File: config.mk
export PLATFORM = sky130hd
export DESIGN_NAME = mul_share_arb
export DESIGN_NICKNAME = d
export VERILOG_FILES = /design/src/rtl/mul_share_pkg.sv /design/src/rtl/mul_share_rr_pick.sv /design/src/rtl/mul_share_arb.sv
export SDC_FILE = /design/constraint.sdc
export NUM_CORES = 1
export LEC_CHECK = 0
export BUFFER_PORTS_ARGS = -buffer_cell sky130_fd_sc_hd__buf_4
export CAP_MARGIN = 20
export CORE_MARGIN = 2
export CORE_UTILIZATION = 40
export CTS_CLUSTER_SIZE = 20
export DETAILED_ROUTE_END_ITERATION = 8
export PLACE_DENSITY = 0.7
export REMOVE_ABC_BUFFERS = 1
export SLEW_MARGIN = 20
export SYNTH_ARGS = -nofsm -noshare
export SYNTH_HDL_FRONTEND = slang
export SYNTH_SLANG_ARGS = --single-unit
File: constraint.sdc
create_clock -name clk -period 6.9 [get_ports clk]
set_clock_uncertainty 0.2 [all_clocks]
set_input_delay 1.38 -clock clk [delete_from_list [all_inputs] [get_ports clk]]
set_output_delay 1.38 -clock clk [all_outputs]
set_load 0.01 [all_outputs]
File: src/rtl/mul_share_pkg.sv
// Shared definitions for the multiplier-sharing arbiter.
// Holds the default configuration constants and the id-width helper used to
// size requester ids throughout the mul_share_* modules.
package mul_share_pkg;

    localparam int unsigned DEF_NUM_REQ = 4;
    localparam int unsigned DEF_WIDTH   = 8;
    localparam int unsigned DEF_LAT     = 2;

    // Requester id width; a single requester still gets a 1-bit id.
    function automatic int unsigned id_w(input int unsigned n);
        return (n > 1) ? $clog2(n) : 1;
    endfunction

endpackage

File: src/rtl/mul_share_rr_pick.sv
// Combinational one-hot request picker.
// Default: round-robin, searching ptr+1, ptr+2, ... modulo NUM_REQ.
// With MUL_SHARE_ARB_FIXED_PRIO_EN defined: fixed priority, lowest index wins,
// and the ptr input is not present.
// Ports:
//   req          per-requester request
//   ptr          index granted last (round-robin build only)
//   en           picker enable; no grant when low
//   grant_c      one-hot grant (or zero)
//   grant_idx_c  index of the granted requester (0 when no grant)
module mul_share_rr_pick
    import mul_share_pkg::*;
#(
    parameter  int unsigned NUM_REQ = DEF_NUM_REQ,
    localparam int unsigned ID_W    = id_w(NUM_REQ)
) (
    input  logic [NUM_REQ-1:0] req,
`ifndef MUL_SHARE_ARB_FIXED_PRIO_EN
    input  logic [ID_W-1:0]    ptr,
`endif
    input  logic               en,
    output logic [NUM_REQ-1:0] grant_c,
    output logic [ID_W-1:0]    grant_idx_c
);

    logic [ID_W-1:0] idx;
    logic            found;

    // First asserted request in search order wins.
    always_comb begin
        grant_c     = '0;
        grant_idx_c = '0;
        found       = 1'b0;
        idx         = '0;
        if (en) begin
            for (int unsigned k = 0; k < NUM_REQ; k++) begin
`ifdef MUL_SHARE_ARB_FIXED_PRIO_EN
                idx = ID_W'(k);
`else
                idx = ID_W'((32'(ptr) + k + 32'd1) % NUM_REQ);
`endif
                if (!found && req[idx]) begin
                    found        = 1'b1;
                    grant_c[idx] = 1'b1;
                    grant_idx_c  = idx;
                end
            end
        end
    end

endmodule

File: src/rtl/mul_share_arb.sv
// One pipelined WIDTH x WIDTH unsigned multiplier shared by NUM_REQ requesters.
// Requests arbitrate round-robin (or fixed priority when
// MUL_SHARE_ARB_FIXED_PRIO_EN is defined); results return on a single response
// channel tagged with the requester id. Response backpressure freezes every
// pipeline stage, so results leave strictly in acceptance order.
// Ports:
//   clk, rst_n          clock, synchronous active-low reset
//   req_valid/req_ready per-requester handshake (req_ready one-hot or zero)
//   req_a/req_b         packed operands, requester i at [i*WIDTH +: WIDTH]
//   rsp_valid/rsp_ready response handshake
//   rsp_id/rsp_data     issuing requester and full 2*WIDTH product
//   busy                any stage holds a valid entry
module mul_share_arb
    import mul_share_pkg::*;
#(
    parameter  int unsigned NUM_REQ = DEF_NUM_REQ,
    parameter  int unsigned WIDTH   = DEF_WIDTH,
    parameter  int unsigned LAT     = DEF_LAT,
    localparam int unsigned ID_W    = id_w(NUM_REQ),
    localparam int unsigned PW      = 2 * WIDTH
) (
    input  logic                     clk,
    input  logic                     rst_n,
    input  logic [NUM_REQ-1:0]       req_valid,
    output logic [NUM_REQ-1:0]       req_ready,
    input  logic [NUM_REQ*WIDTH-1:0] req_a,
    input  logic [NUM_REQ*WIDTH-1:0] req_b,
    output logic                     rsp_valid,
    input  logic                     rsp_ready,
    output logic [ID_W-1:0]          rsp_id,
    output logic [PW-1:0]            rsp_data,
    output logic                     busy
);

    typedef struct packed {
        logic             valid;
        logic [ID_W-1:0]  id;
        logic [WIDTH-1:0] a;
        logic [WIDTH-1:0] b;
    } op_stage_t;

    typedef struct packed {
        logic            valid;
        logic [ID_W-1:0] id;
        logic [PW-1:0]   prod;
    } prod_stage_t;

    logic               stall;
    logic               pick_en;
    logic [NUM_REQ-1:0] grant;
    logic [ID_W-1:0]    grant_idx;
    logic [WIDTH-1:0]   op_a [NUM_REQ];
    logic [WIDTH-1:0]   op_b [NUM_REQ];
    op_stage_t          s1;
    prod_stage_t        s1_prod;

    // Unpack operand buses per requester.
    for (genvar i = 0; i < NUM_REQ; i++) begin : g_unpack
        assign op_a[i] = req_a[i*WIDTH +: WIDTH];
        assign op_b[i] = req_b[i*WIDTH +: WIDTH];
    end

    assign stall     = rsp_valid && !rsp_ready;
    assign pick_en   = rst_n && !stall;
    assign req_ready = grant;

`ifndef MUL_SHARE_ARB_FIXED_PRIO_EN
    logic [ID_W-1:0] ptr;

    // Round-robin pointer: last granted index; reset makes requester 0 first.
    always_ff @(posedge clk) begin
        if (!rst_n) begin
            ptr <= ID_W'(NUM_REQ - 1);
        end else if (|grant) begin
            ptr <= grant_idx;
        end
    end
`endif

    mul_share_rr_pick #(
        .NUM_REQ (NUM_REQ)
    ) u_pick (
        .req         (req_valid),
`ifndef MUL_SHARE_ARB_FIXED_PRIO_EN
        .ptr         (ptr),
`endif
        .en          (pick_en),
        .grant_c     (grant),
        .grant_idx_c (grant_idx)
    );

    // Stage 1: capture the granted operands.
    always_ff @(posedge clk) begin
        if (!rst_n) begin
            s1 <= '0;
        end else if (!stall) begin
            s1.valid <= |grant;
            s1.id    <= grant_idx;
            s1.a     <= op_a[grant_idx];
            s1.b     <= op_b[grant_idx];
        end
    end

    // Product formed from stage-1 registers.
    always_comb begin
        s1_prod.valid = s1.valid;
        s1_prod.id    = s1.id;
        s1_prod.prod  = PW'(s1.a) * PW'(s1.b);
    end

    if (LAT == 1) begin : g_lat1
        assign rsp_valid = s1_prod.valid;
        assign rsp_id    = s1_prod.id;
        assign rsp_data  = s1_prod.prod;
        assign busy      = s1.valid;
    end else begin : g_latn
        prod_stage_t tail [LAT-1];
        logic        tail_busy;

        // Stages 2..LAT carry the product; all freeze together on stall.
        always_ff @(posedge clk) begin
            if (!rst_n) begin
                for (int unsigned i = 0; i < LAT - 1; i++) begin
                    tail[i] <= '0;
                end
            end else if (!stall) begin
                tail[0] <= s1_prod;
                for (int unsigned i = 1; i < LAT - 1; i++) begin
                    tail[i] <= tail[i-1];
                end
            end
        end

        always_comb begin
            tail_busy = 1'b0;
            for (int unsigned i = 0; i < LAT - 1; i++) begin
                tail_busy = tail_busy | tail[i].valid;
            end
        end

        assign rsp_valid = tail[LAT-2].valid;
        assign rsp_id    = tail[LAT-2].id;
        assign rsp_data  = tail[LAT-2].prod;
        assign busy      = s1.valid | tail_busy;
    end

endmodule

==> impl_metrics.csv <==
group,metric,value,unit
critical_path,path_cells,"inv_1, ha_1, mux2_2, mux2i_1, nand4_1, a31oi_1, buf_4",
die,floorplan.die_area,12000,sq um
detailed_routing,viasPerCell,5.23,
grt,grt_overflow_total,0,
grt,grt_pass1_wl,15900,um
timing,fmaxAchievable,194,MHz
timing,timing.hold.ws,0.245,ns
synth,fraction_of_the_mapped_netlist_area_in_adder_cells,0.285,
synth,compound_gate_portion_of_the_synthesized_area,0.108,
clocking,cts.root.buffer_cell,"sky130_fd_sc_hd__clkbuf_8",
detailed_routing,num_vias,3577,
grt,antenna_found_initial,0,
critical_path,worst_ep_required_time,5.32,ns
clocking,h-tree-depth,2,
place,routabilityCongestion,0.833,
critical_path,slowest_cell_on_the_critical_path,"sky130_fd_sc_hd__dfxtp_1",
synth,syn_avg_cell_area,9.77,sq um
clocking,resized_cells_post_cts,0,
timing,slew_viol_final,0,
layout,finalInstanceArea,5350,sq um
clocking,tritoncts.num_buffers,5,
die,core-area,10900,sq um
timing,minimum_clock_period,5.15,ns
critical_path,critical_path_arrival,3.57,ns
clocking,post_cts.repair.setup_buffers,0,
detailed_routing,first_iter_violations,163,
synth,yosys_most_used_dff,"sky130_fd_sc_hd__dfxtp_1",
die,rows,38,
detailed_routing,route.antenna.remaining_nets,0,
grt,first_global_vias,3396,
timing,grt_setup_unrepaired,"no",
power,p_leak,2.76,nW
layout,multiInputGateArea,3130,sq um
clocking,clock-sinks,40,
synth,synth_xor_area_frac,0.00981,
grt,grt_max_degree,35,
die,chipWidth,110,um
synth,synth-edff-count,19,
clocking,clkLatencyLatePin,0.30,ns
synth,postSynth.asyncResetShare,0,
synth,post_synth_inst_count,457,
critical_path,endpoint_kind,"output port",
synth,ys_seq_elements,40,
detailed_routing,wire_per_inst,14.3,um
timing,tightestPinTransition,0.845,ns
synth,yosysSeqAreaShare,0.222,
die,floorplan.io_pins,95,
synth,muxShareOfSynthArea,0.114,
layout,n_antenna_cell,0,
synth,synth_warnings,0,
timing,setup-violations-final,0,
layout,n_fill_cell,969,
power,vdd.ir_drop.worst,0.000157,V
clocking,cts.clk_slew.worst_paths,0.09,ns
run_status,run_status,"finished clean",
layout,regArea,991,sq um
clocking,maximum_clock_path_buffer_count,2,
layout,nNetsFinal,694,
place,detailedPlacementHpwl,7740,um
die,initial_utilization,0.410,
place,dpl_cell_area,5240,sq um
critical_path,crit_path_max_fanout,15,
power,power-per-cell-area,343,nW/um^2
critical_path,critical_path.startpoint_type,"flop",
synth,simple_gate_fraction_of_synth_area,0.186,
place,placed_cells,676,
layout,flow.area_growth_from_synthesis,19.8,%
min_path,hp-class,"flop to flop",
place,dp_slack,2.11,ns
timing,finalHoldViolations,0,
detailed_routing,route.final.wire_length,9760,um
die,fp.dieH,110,um
critical_path,crit_type,"flop to output port",
layout,final_util,0.491,
timing,fin_setup_tns,0,ns
grt,globalRouteTotalUtil,0.167,
power,power.total,1.84,mW
detailed_routing,drt_pass1_iterations,4,
clocking,cts.hold.buffers_added,0,
critical_path,critPathMaxStageDelay,0.75,ns
clocking,cts_tree,"built",
timing,fin_crit_share,0.746,
synth,count_of_distinct_cell_types_in_the_synthesized_netlist,54,
job,timing.max_cap.violations,0,
synth,synth_area,4470,sq um
detailed_routing,detail_route.drc_violations,0,
layout,drive_above_1_share,0.237,
timing,max_transition_margin,0.437,
timing,final.setup.worst_slack,1.75,ns
synth,main_combinational_cell_family_by_area_after_synthesis,"adder cells",
layout,final_cells,684,
place,port_buffers,94,
-- routing by layer --
metal	up-vias	wire, um	GRT usage
li1	1737	-	-
met1	1718	4140	0.219
met2	105	4930	0.285
met3	17	484	0.0243
met4	0	204	0.0488
met5	-	0	0
-- cells in the mapped netlist, types with 2 or more instances --
master	n	area share
sky130_fd_sc_hd__mux4_2	2	0.010
sky130_fd_sc_hd__clkbuf_1	7	0.0059
sky130_fd_sc_hd__a32oi_1	2	0.0039
sky130_fd_sc_hd__inv_1	57	0.048
sky130_fd_sc_hd__a21oi_1	6	0.0067
sky130_fd_sc_hd__o311ai_0	2	0.0039
sky130_fd_sc_hd__nor4_4	2	0.0095
sky130_fd_sc_hd__xor2_1	3	0.0059
sky130_fd_sc_hd__dfxtp_1	21	0.094
sky130_fd_sc_hd__mux2_2	4	0.010
sky130_fd_sc_hd__o21ai_0	10	0.011
sky130_fd_sc_hd__nor3_1	8	0.0090
sky130_fd_sc_hd__nand2_1	50	0.042
sky130_fd_sc_hd__buf_4	3	0.0050
sky130_fd_sc_hd__o21a_1	3	0.0050
sky130_fd_sc_hd__a31oi_1	6	0.0084
sky130_fd_sc_hd__ha_1	44	0.12
sky130_fd_sc_hd__nand3_1	3	0.0034
sky130_fd_sc_hd__nand4_1	6	0.0084
sky130_fd_sc_hd__a211o_1	2	0.0039
sky130_fd_sc_hd__a21o_1	3	0.0050
sky130_fd_sc_hd__and2_1	49	0.069
sky130_fd_sc_hd__o221ai_1	8	0.016
sky130_fd_sc_hd__xnor2_1	2	0.0039
sky130_fd_sc_hd__buf_6	4	0.010
sky130_fd_sc_hd__fa_1	36	0.16
sky130_fd_sc_hd__edfxtp_1	19	0.13
sky130_fd_sc_hd__nor2_1	15	0.013
sky130_fd_sc_hd__mux2i_1	37	0.083
sky130_fd_sc_hd__o221ai_2	8	0.027
sky130_fd_sc_hd__a21boi_0	2	0.0034
sky130_fd_sc_hd__nor2b_1	3	0.0042
sky130_fd_sc_hd__and3_1	9	0.013
-- placed cells by master, fill, tap and decap left out, types with 3 or more instances in the layout --
cell type,count
sky130_fd_sc_hd__and3_1,9
sky130_fd_sc_hd__dfxtp_1,21
sky130_fd_sc_hd__ha_1,44
sky130_fd_sc_hd__nor2b_1,3
sky130_fd_sc_hd__nor3_1,8
sky130_fd_sc_hd__nand4_1,6
sky130_fd_sc_hd__a21o_1,3
sky130_fd_sc_hd__o21a_1,3
sky130_fd_sc_hd__o221ai_2,8
sky130_fd_sc_hd__edfxtp_1,19
sky130_fd_sc_hd__mux2i_1,37
sky130_fd_sc_hd__fa_1,36
sky130_fd_sc_hd__inv_1,57
sky130_fd_sc_hd__nor2_1,15
sky130_fd_sc_hd__nand3_1,3
sky130_fd_sc_hd__o221ai_1,8
sky130_fd_sc_hd__nand2_1,50
sky130_fd_sc_hd__clkbuf_8,5
sky130_fd_sc_hd__xor2_1,3
sky130_fd_sc_hd__mux2_2,4
sky130_fd_sc_hd__o21ai_0,10
sky130_fd_sc_hd__a31oi_1,6
sky130_fd_sc_hd__and2_1,49
sky130_fd_sc_hd__buf_4,96
sky130_fd_sc_hd__a21oi_1,6
-- power breakdown --
part / leakage, nW / internal [mW] / total (mW) / switching, mW
clock network: 0.0548 / 0.109 / 0.204 / 0.0948
registers: 0.399 / 0.347 / 0.466 / 0.119
logic: 2.31 / 0.534 / 1.17 / 0.633
total: 2.76 / 0.991 / 1.84 / 0.847
-- path summary, 6_finish.rpt --
kind / startpoint / endpoint / cells past startpoint / slack (ns)
max: ptr[0] / req_ready[0] / 7 / 1.75
min: s1[16] / s1[16] / 2 / 0.24
min reg2reg: s1[16] / s1[16] / 2 / 0.24
max reg2reg: s1[12] / g_latn.tail[0][11] / 14 / 2.28
-- logic make-up (layout without fill, tap and decap cells) --
family | after synthesis | after routing
AOI/OAI and AO/OA | 58 | 58
muxes | 46 | 46
xor gates and xnor gates | 5 | 5
DFF | 40 | 40
adders and majority gates | 80 | 80
and+or+nand+nor | 154 | 154
buffers and inverters | 74 | 161
-- worst max-delay path: cells and delay by family (launching register included) --
| kind | cells | cell delay (ns) |
|---|---|---|
| multiplexers | 2 | 1.01 |
| flip-flops | 1 | 0.75 |
| adder cells (fa/ha/maj) | 1 | 0.49 |
| buffers and inverters | 2 | 0.45 |
| AO/OA/AOI/OAI | 1 | 0.38 |
| AND/OR/NAND/NOR | 1 | 0.20 |
-- state kept, by name, indices dropped and copies added, names as in the netlist --
signal	count
g_latn.tail	19
ptr	2
s1	19
-- final cells by class --
type,instances,share of cell area
multi-input cells,343,0.586
flip-flops and latches,40,0.185
repair buffers,96,0.135
inverters,57,0.0400
well taps,140,0.0327
clock buffers,5,0.0129
clock inverters,3,0.00865
Note: power is estimated with default switching activity, not from simulation.
